--- src/rtl/jtag_tap_target.sv ---
// JTAG TAP target: 16-state TAP controller with an instruction register and
// bypass, user and boundary-scan data registers.
// Optional feature: define JTAG_TAP_IDCODE_EN to add a 32-bit read-only IDCODE
// register (opcode 00010), which also becomes the instruction loaded in Reset.
// State encoding (jtagState): reset=0, idle=1, drScan=2, irScan=3, captureIr=4,
// shiftIr=5, exit1Ir=6, pauseIr=7, exit2Ir=8, updateIr=9, captureDr=10,
// shiftDr=11, exit1Dr=12, pauseDr=13, exit2Dr=14, updateDr=15.
module jtag_tap_target #(
    parameter int unsigned TEST_VECTOR_WIDTH = 32,
    parameter int unsigned INSTRUCTION_WIDTH = 5
) (
    input  logic                         clk,
    input  logic                         reset,
    input  logic                         jtagTms,
    input  logic                         jtagTdi,
    output logic                         jtagTdo,
    output logic                         jtagTdoEnable,
    output logic [3:0]                   jtagState,
    output logic [INSTRUCTION_WIDTH-1:0] jtagInstruction,
    input  logic [TEST_VECTOR_WIDTH-1:0] userDataIn,
    output logic [TEST_VECTOR_WIDTH-1:0] userDataOut,
    output logic                         userUpdate,
    input  logic [TEST_VECTOR_WIDTH-1:0] boundaryIn,
    output logic [TEST_VECTOR_WIDTH-1:0] boundaryOut
);

    localparam logic [3:0] StReset      = 4'd0;
    localparam logic [3:0] StIdle       = 4'd1;
    localparam logic [3:0] StDrScan     = 4'd2;
    localparam logic [3:0] StIrScan     = 4'd3;
    localparam logic [3:0] StCaptureIr  = 4'd4;
    localparam logic [3:0] StShiftIr    = 4'd5;
    localparam logic [3:0] StExit1Ir    = 4'd6;
    localparam logic [3:0] StPauseIr    = 4'd7;
    localparam logic [3:0] StExit2Ir    = 4'd8;
    localparam logic [3:0] StUpdateIr   = 4'd9;
    localparam logic [3:0] StCaptureDr  = 4'd10;
    localparam logic [3:0] StShiftDr    = 4'd11;
    localparam logic [3:0] StExit1Dr    = 4'd12;
    localparam logic [3:0] StPauseDr    = 4'd13;
    localparam logic [3:0] StExit2Dr    = 4'd14;
    localparam logic [3:0] StUpdateDr   = 4'd15;

    localparam logic [4:0] OpUser     = 5'b00001;
    localparam logic [4:0] OpBoundary = 5'b00110;

`ifdef JTAG_TAP_IDCODE_EN
    localparam logic [4:0]  OpIdcode    = 5'b00010;
    localparam logic [31:0] IdcodeValue = 32'h1000_0001;
    localparam logic [INSTRUCTION_WIDTH-1:0] ResetInstr = INSTRUCTION_WIDTH'(OpIdcode);
`else
    localparam logic [INSTRUCTION_WIDTH-1:0] ResetInstr = '0;
`endif

    logic [3:0]                   state_q, state_d;
    logic [INSTRUCTION_WIDTH-1:0] ir_shift_q, ir_active_q;
    logic                         bypass_q;
    logic [TEST_VECTOR_WIDTH-1:0] user_shift_q, boundary_shift_q;
    logic [TEST_VECTOR_WIDTH-1:0] user_out_q, boundary_out_q;
    logic [4:0]                   opcode;
    logic                         sel_user, sel_boundary;
`ifdef JTAG_TAP_IDCODE_EN
    logic [31:0]                  idcode_shift_q;
    logic                         sel_idcode;
`endif

    // Narrow instructions are zero-extended before decoding.
    assign opcode       = 5'(ir_active_q);
    assign sel_user     = (opcode == OpUser);
    assign sel_boundary = (opcode == OpBoundary);
`ifdef JTAG_TAP_IDCODE_EN
    assign sel_idcode   = (opcode == OpIdcode);
`endif

    // TAP next-state decode keyed by TMS.
    always_comb begin
        state_d = StReset;
        case (state_q)
            StReset:     state_d = jtagTms ? StReset    : StIdle;
            StIdle:      state_d = jtagTms ? StDrScan   : StIdle;
            StDrScan:    state_d = jtagTms ? StIrScan   : StCaptureDr;
            StIrScan:    state_d = jtagTms ? StReset    : StCaptureIr;
            StCaptureIr: state_d = jtagTms ? StExit1Ir  : StShiftIr;
            StShiftIr:   state_d = jtagTms ? StExit1Ir  : StShiftIr;
            StExit1Ir:   state_d = jtagTms ? StUpdateIr : StPauseIr;
            StPauseIr:   state_d = jtagTms ? StExit2Ir  : StPauseIr;
            StExit2Ir:   state_d = jtagTms ? StUpdateIr : StShiftIr;
            StUpdateIr:  state_d = jtagTms ? StDrScan   : StIdle;
            StCaptureDr: state_d = jtagTms ? StExit1Dr  : StShiftDr;
            StShiftDr:   state_d = jtagTms ? StExit1Dr  : StShiftDr;
            StExit1Dr:   state_d = jtagTms ? StUpdateDr : StPauseDr;
            StPauseDr:   state_d = jtagTms ? StExit2Dr  : StPauseDr;
            StExit2Dr:   state_d = jtagTms ? StUpdateDr : StShiftDr;
            StUpdateDr:  state_d = jtagTms ? StDrScan   : StIdle;
            default:     state_d = StReset;
        endcase
    end

    // TAP state register.
    always_ff @(posedge clk or negedge reset) begin
        if (!reset) state_q <= StReset;
        else        state_q <= state_d;
    end

    // Instruction shift register and active instruction.
    always_ff @(posedge clk or negedge reset) begin
        if (!reset) begin
            ir_shift_q  <= '0;
            ir_active_q <= '0;
        end else begin
            if (state_q == StCaptureIr) begin
                ir_shift_q <= INSTRUCTION_WIDTH'(2'b01);
            end else if (state_q == StShiftIr) begin
                ir_shift_q <= {jtagTdi, ir_shift_q[INSTRUCTION_WIDTH-1:1]};
            end
            // Also reload while sitting in Reset so the first edge after an async
            // reset installs the reset instruction.
            if (state_d == StUpdateIr) begin
                ir_active_q <= ir_shift_q;
            end else if (state_d == StReset || state_q == StReset) begin
                ir_active_q <= ResetInstr;
            end
        end
    end

    // Data register capture and LSB-first shift for the selected register only.
    always_ff @(posedge clk or negedge reset) begin
        if (!reset) begin
            bypass_q         <= 1'b0;
            user_shift_q     <= '0;
            boundary_shift_q <= '0;
`ifdef JTAG_TAP_IDCODE_EN
            idcode_shift_q   <= '0;
`endif
        end else if (state_q == StCaptureDr) begin
            if (sel_user)          user_shift_q     <= userDataIn;
            else if (sel_boundary) boundary_shift_q <= boundaryIn;
`ifdef JTAG_TAP_IDCODE_EN
            else if (sel_idcode)   idcode_shift_q   <= IdcodeValue;
`endif
            else                   bypass_q         <= 1'b0;
        end else if (state_q == StShiftDr) begin
            if (sel_user) begin
                user_shift_q <= {jtagTdi, user_shift_q[TEST_VECTOR_WIDTH-1:1]};
            end else if (sel_boundary) begin
                boundary_shift_q <= {jtagTdi, boundary_shift_q[TEST_VECTOR_WIDTH-1:1]};
            end
`ifdef JTAG_TAP_IDCODE_EN
            else if (sel_idcode) begin
                idcode_shift_q <= {jtagTdi, idcode_shift_q[31:1]};
            end
`endif
            else begin
                bypass_q <= jtagTdi;
            end
        end
    end

    // Update latches, written on the edge entering UpdateDr.
    always_ff @(posedge clk or negedge reset) begin
        if (!reset) begin
            user_out_q     <= '0;
            boundary_out_q <= '0;
        end else if (state_d == StUpdateDr) begin
            if (sel_user)     user_out_q     <= user_shift_q;
            if (sel_boundary) boundary_out_q <= boundary_shift_q;
        end
    end

    // Serial output: bit 0 of the register being shifted, else low.
    always_comb begin
        jtagTdo = 1'b0;
        if (state_q == StShiftIr) begin
            jtagTdo = ir_shift_q[0];
        end else if (state_q == StShiftDr) begin
            if (sel_user)          jtagTdo = user_shift_q[0];
            else if (sel_boundary) jtagTdo = boundary_shift_q[0];
`ifdef JTAG_TAP_IDCODE_EN
            else if (sel_idcode)   jtagTdo = idcode_shift_q[0];
`endif
            else                   jtagTdo = bypass_q;
        end
    end

    assign jtagTdoEnable   = (state_q == StShiftIr) || (state_q == StShiftDr);
    assign jtagState       = state_q;
    assign jtagInstruction = ir_active_q;
    assign userDataOut     = user_out_q;
    assign boundaryOut     = boundary_out_q;
    // Instruction cannot change while in UpdateDr, so this is a clean one-cycle pulse.
    assign userUpdate      = (state_q == StUpdateDr) && sel_user;

endmodule
--- config.mk ---
export PLATFORM = sky130hd
export DESIGN_NAME = jtag_tap_target
export DESIGN_NICKNAME = d
export VERILOG_FILES = /design/src/rtl/jtag_tap_target.sv
export SDC_FILE = /design/constraint.sdc
export NUM_CORES = 1
export LEC_CHECK = 0
export ABC_AREA = 1
export CORE_MARGIN = 2
export CORE_UTILIZATION = 37
export CTS_BUF_LIST = sky130_fd_sc_hd__clkbuf_4 sky130_fd_sc_hd__clkbuf_8
export DETAILED_ROUTE_END_ITERATION = 12
export PLACE_DENSITY_LB_ADDON = 0.3
export SLEW_MARGIN = 20
export SYNTH_ARGS = -nofsm -noshare
export SYNTH_HDL_FRONTEND = slang
export SYNTH_SLANG_ARGS = --single-unit
--- constraint.sdc ---
create_clock -name clk -period 3.3 [get_ports clk]
set_input_delay 0.66 -clock clk [delete_from_list [all_inputs] [get_ports clk]]
set_output_delay 0.66 -clock clk [all_outputs]
set_load 0.02 [all_outputs]
==> impl_metrics.ini <==
[yosys]
avgSynthCellArea_um2 = 8.41
synth_edf_count = 0
seq_area_frac_synth_pct = 55.7
synth_cell_types = 24
yosysWarnings = 0
async_flop_share_pct = 100
ys_ff_latch = 143
post-synth-top-area-fraction_pct = 55.7
synth_top_cell_by_area = dfrtp_1
syn_nets = 832
synth_cells = 764
ys_top_cells_by_area = dfrtp_1 (56%), nand2_1 (14%), nand3_1 (8.4%), nor2_1 (4.3%), o31ai_1 (3.7%)
synthFlopType = dfrtp_1
syn_area_mm2 = 0.00643

[cts]
clock-sinks = 143
clk_latency_ns = 0.44
root_buffer = clkbuf_8
ctsHoldBuffers = 0
clk_path_buf_depth = 2
h-tree-depth = 4
clk_pin_slew_ns = 0.08
tritoncts = done
cts_inserted_buffers = 17

[routing]
vias_per_cell = 5.02
drt_first_pass_iters = 5
wl_per_cell_um = 15.3
drt_iter0_drc = 324
routed_wl_um = 17200
drc = 0
vias = 5662
ant_nets = 0

[pwr]
p_leak_nw = 4.09
p_sw_share_pct = 37.0
p_seq_share_pct = 40.3
p_int_w = 0.00346
comb_power_share_pct = 32.7
power.share.clock_pct = 27.1
p_sw_w = 0.00203
p_per_area_mw_per_mm2 = 649
peakVddDrop_mv = 0.300

[job]
drv_cap = 0

[cells_and_area]
final_layout_size_suffix_gt1_share_pct = 7.32
finish.utilization_pct = 49.4
fin_nets = 958
fin_cells = 1127
antenna_cells = 0
final_cell_mix = nand2_1 (234), dfrtp_1 (142), clkdlybuf4s50_1 (142)
final_area_mm2 = 0.00846
mostFrequentLayoutCell = nand2_1
areaGrowthSynthToFinish_pct = 31.7
fillers = 1709

[floorplan]
io_pins = 144
chipHeight_um = 136
rows = 48
dieArea_mm2 = 0.0184
initial_core_util_pct = 37.5
core_area_mm2 = 0.0171
die_w_um = 136

[sta]
tns_ns = 0
worst_pin_slew_ns = 0.758
relSlewSlack_pct = 49.5
clock_skew_ns = 0.0128
finalSetupViolations = 0
min_period_ns = 3.07
fmax_mhz = 326
finalHoldViolCount = 0
rsz0062_at_grt = no
holdWs_ns = 0.264
slew_violations = 0
period_share_pct = 93.1

[grt]
grt_max_degree = 81
antenna_found_initial = 0
grt_overflow = 0
first_global_vias = 5442
grt_first_pass_wirelength_um = 28100
grt_use_total_pct = 19.5

[worst_setup_path]
cp.required_ns = 2.64
r2r_cells = 12
worst_setup_path_end_kind = output pin
ff2ff_setup_slack_ns = 1.05
path_class = flip-flop to output pin
rr_endpoint = userDataOut[13]
startpoint_type = flip-flop
cp.arrival_ns = 2.41
r2r_start = jtagState[3]
path_max_fanout = 5

[worst_hold_path]
hold_class = input pin to async pin

[placement]
place_area_mm2 = 0.00804
dp_hpwl_um = 11200
placedCellCount = 1096
gp_congestion = 0.831
io_buffers = 143

[status]
outcome = complete, no violations
-- cells by family after synthesis --
kind of cell,count (synthesis),share of synthesized area [%]
simple gates,434,28.2
flops,143,55.7
compound gates,108,10.5
buf+inv,79,5.63
-- state kept, by name, summed over array words and instances, names as in the netlist --
register and count:
boundaryOut 32, userDataOut 32, boundary_shift_q 32, jtagState 4, ir_shift_q 5, user_shift_q 32
bypass_q 1, jtagInstruction 5
-- synth_stat cells (2+ instances only) --
library cell	number
a21oi_1	34
a31oi_1	32
buf_1	6
buf_2	10
buf_6	7
clkbuf_1	30
clkinv_1	2
dfrtp_1	143
inv_1	18
inv_2	6
nand2_1	236
nand3_1	108
nand3_2	3
nand4_1	6
nor2_1	74
nor2_2	4
nor3_1	2
o21ai_0	3
o22ai_1	4
o31ai_1	32
-- power by group through the flow --
| stage | registers, W | logic (W) | clock network, W |
|---|---|---|---|
| final | 0.00221 | 0.00179 | 0.00149 |
| after global routing | 0.00225 | 0.00196 | 0.00162 |
| after CTS | 0.00221 | 0.00180 | 0.00153 |
| after detailed placement | 0.00225 | 0.00180 | 0 |
| after global placement | 0.00224 | 0.00180 | 0 |
| after floorplan | 0.00244 | 0.000782 | 0 |
-- final cells by class --
cell class                 count  area [µm²]  share of cell area, %
multi-input combinational    542        2510                   29.7
tap                          225         282                   3.33
clock inverter                14         181                   2.14
clock buffer                  17         234                   2.77
timing repair buffer         160        1570                   18.6
inverter                      26        97.6                   1.15
sequential                   143        3580                   42.3
-- worst max-delay path by stage --
| stage | start | end | cells past startpoint | slack (ns) |
|---|---|---|---|---|
| 4_1_cts | jtagState[2] | jtagTdo | 5 | 0.19 |
| 2_1_floorplan | jtagState[2] | jtagTdo | 6 | 0.89 |
| 5_1_grt | jtagState[3] | jtagTdo | 6 | 0.001 |
| 6_report | jtagState[3] | jtagTdo | 6 | 0.23 |
| 3_5_place_dp | jtagTms | boundaryOut[5] | 12 | 0.63 |
| 3_3_place_gp | jtagTms | userDataOut[31] | 12 | 0.65 |
-- metrics by stage --
| step | setup WS [ns] | total power [W] |
|---|---|---|
| after floorplan | 0.891 | 0.00323 |
| after global placement | 0.650 | 0.00403 |
| after detailed placement | 0.629 | 0.00405 |
| after CTS | 0.193 | 0.00555 |
| after global routing | 0.00138 | 0.00582 |
| final | 0.228 | 0.00549 |
-- what timing repair did --
action	in CTS	in global routing
resized for setup	0	1
endpoints found under the setup margin	0	1
buffers inserted	0	0
-- per-layer routing --
layer  GRT usage [%]  vias to the layer above  share of wire (%)
met5               0                        -                  0
met1            26.1                     2686                 46
met3            5.65                       11                6.5
li1                -                     2801                  -
met2            31.2                      164                 47
met4            5.03                        0               0.66
-- worst max-delay path, cell delays in order (launching register included) --
cell	delay [ns]
dfrtp_1	0.46
inv_2	0.15
nand2_1	0.06
nor3_1	0.30
inv_1	0.17
o22ai_1	0.21
clkdlybuf4s50_1	0.63
No activity file was read; power rests on OpenSTA's default activity.
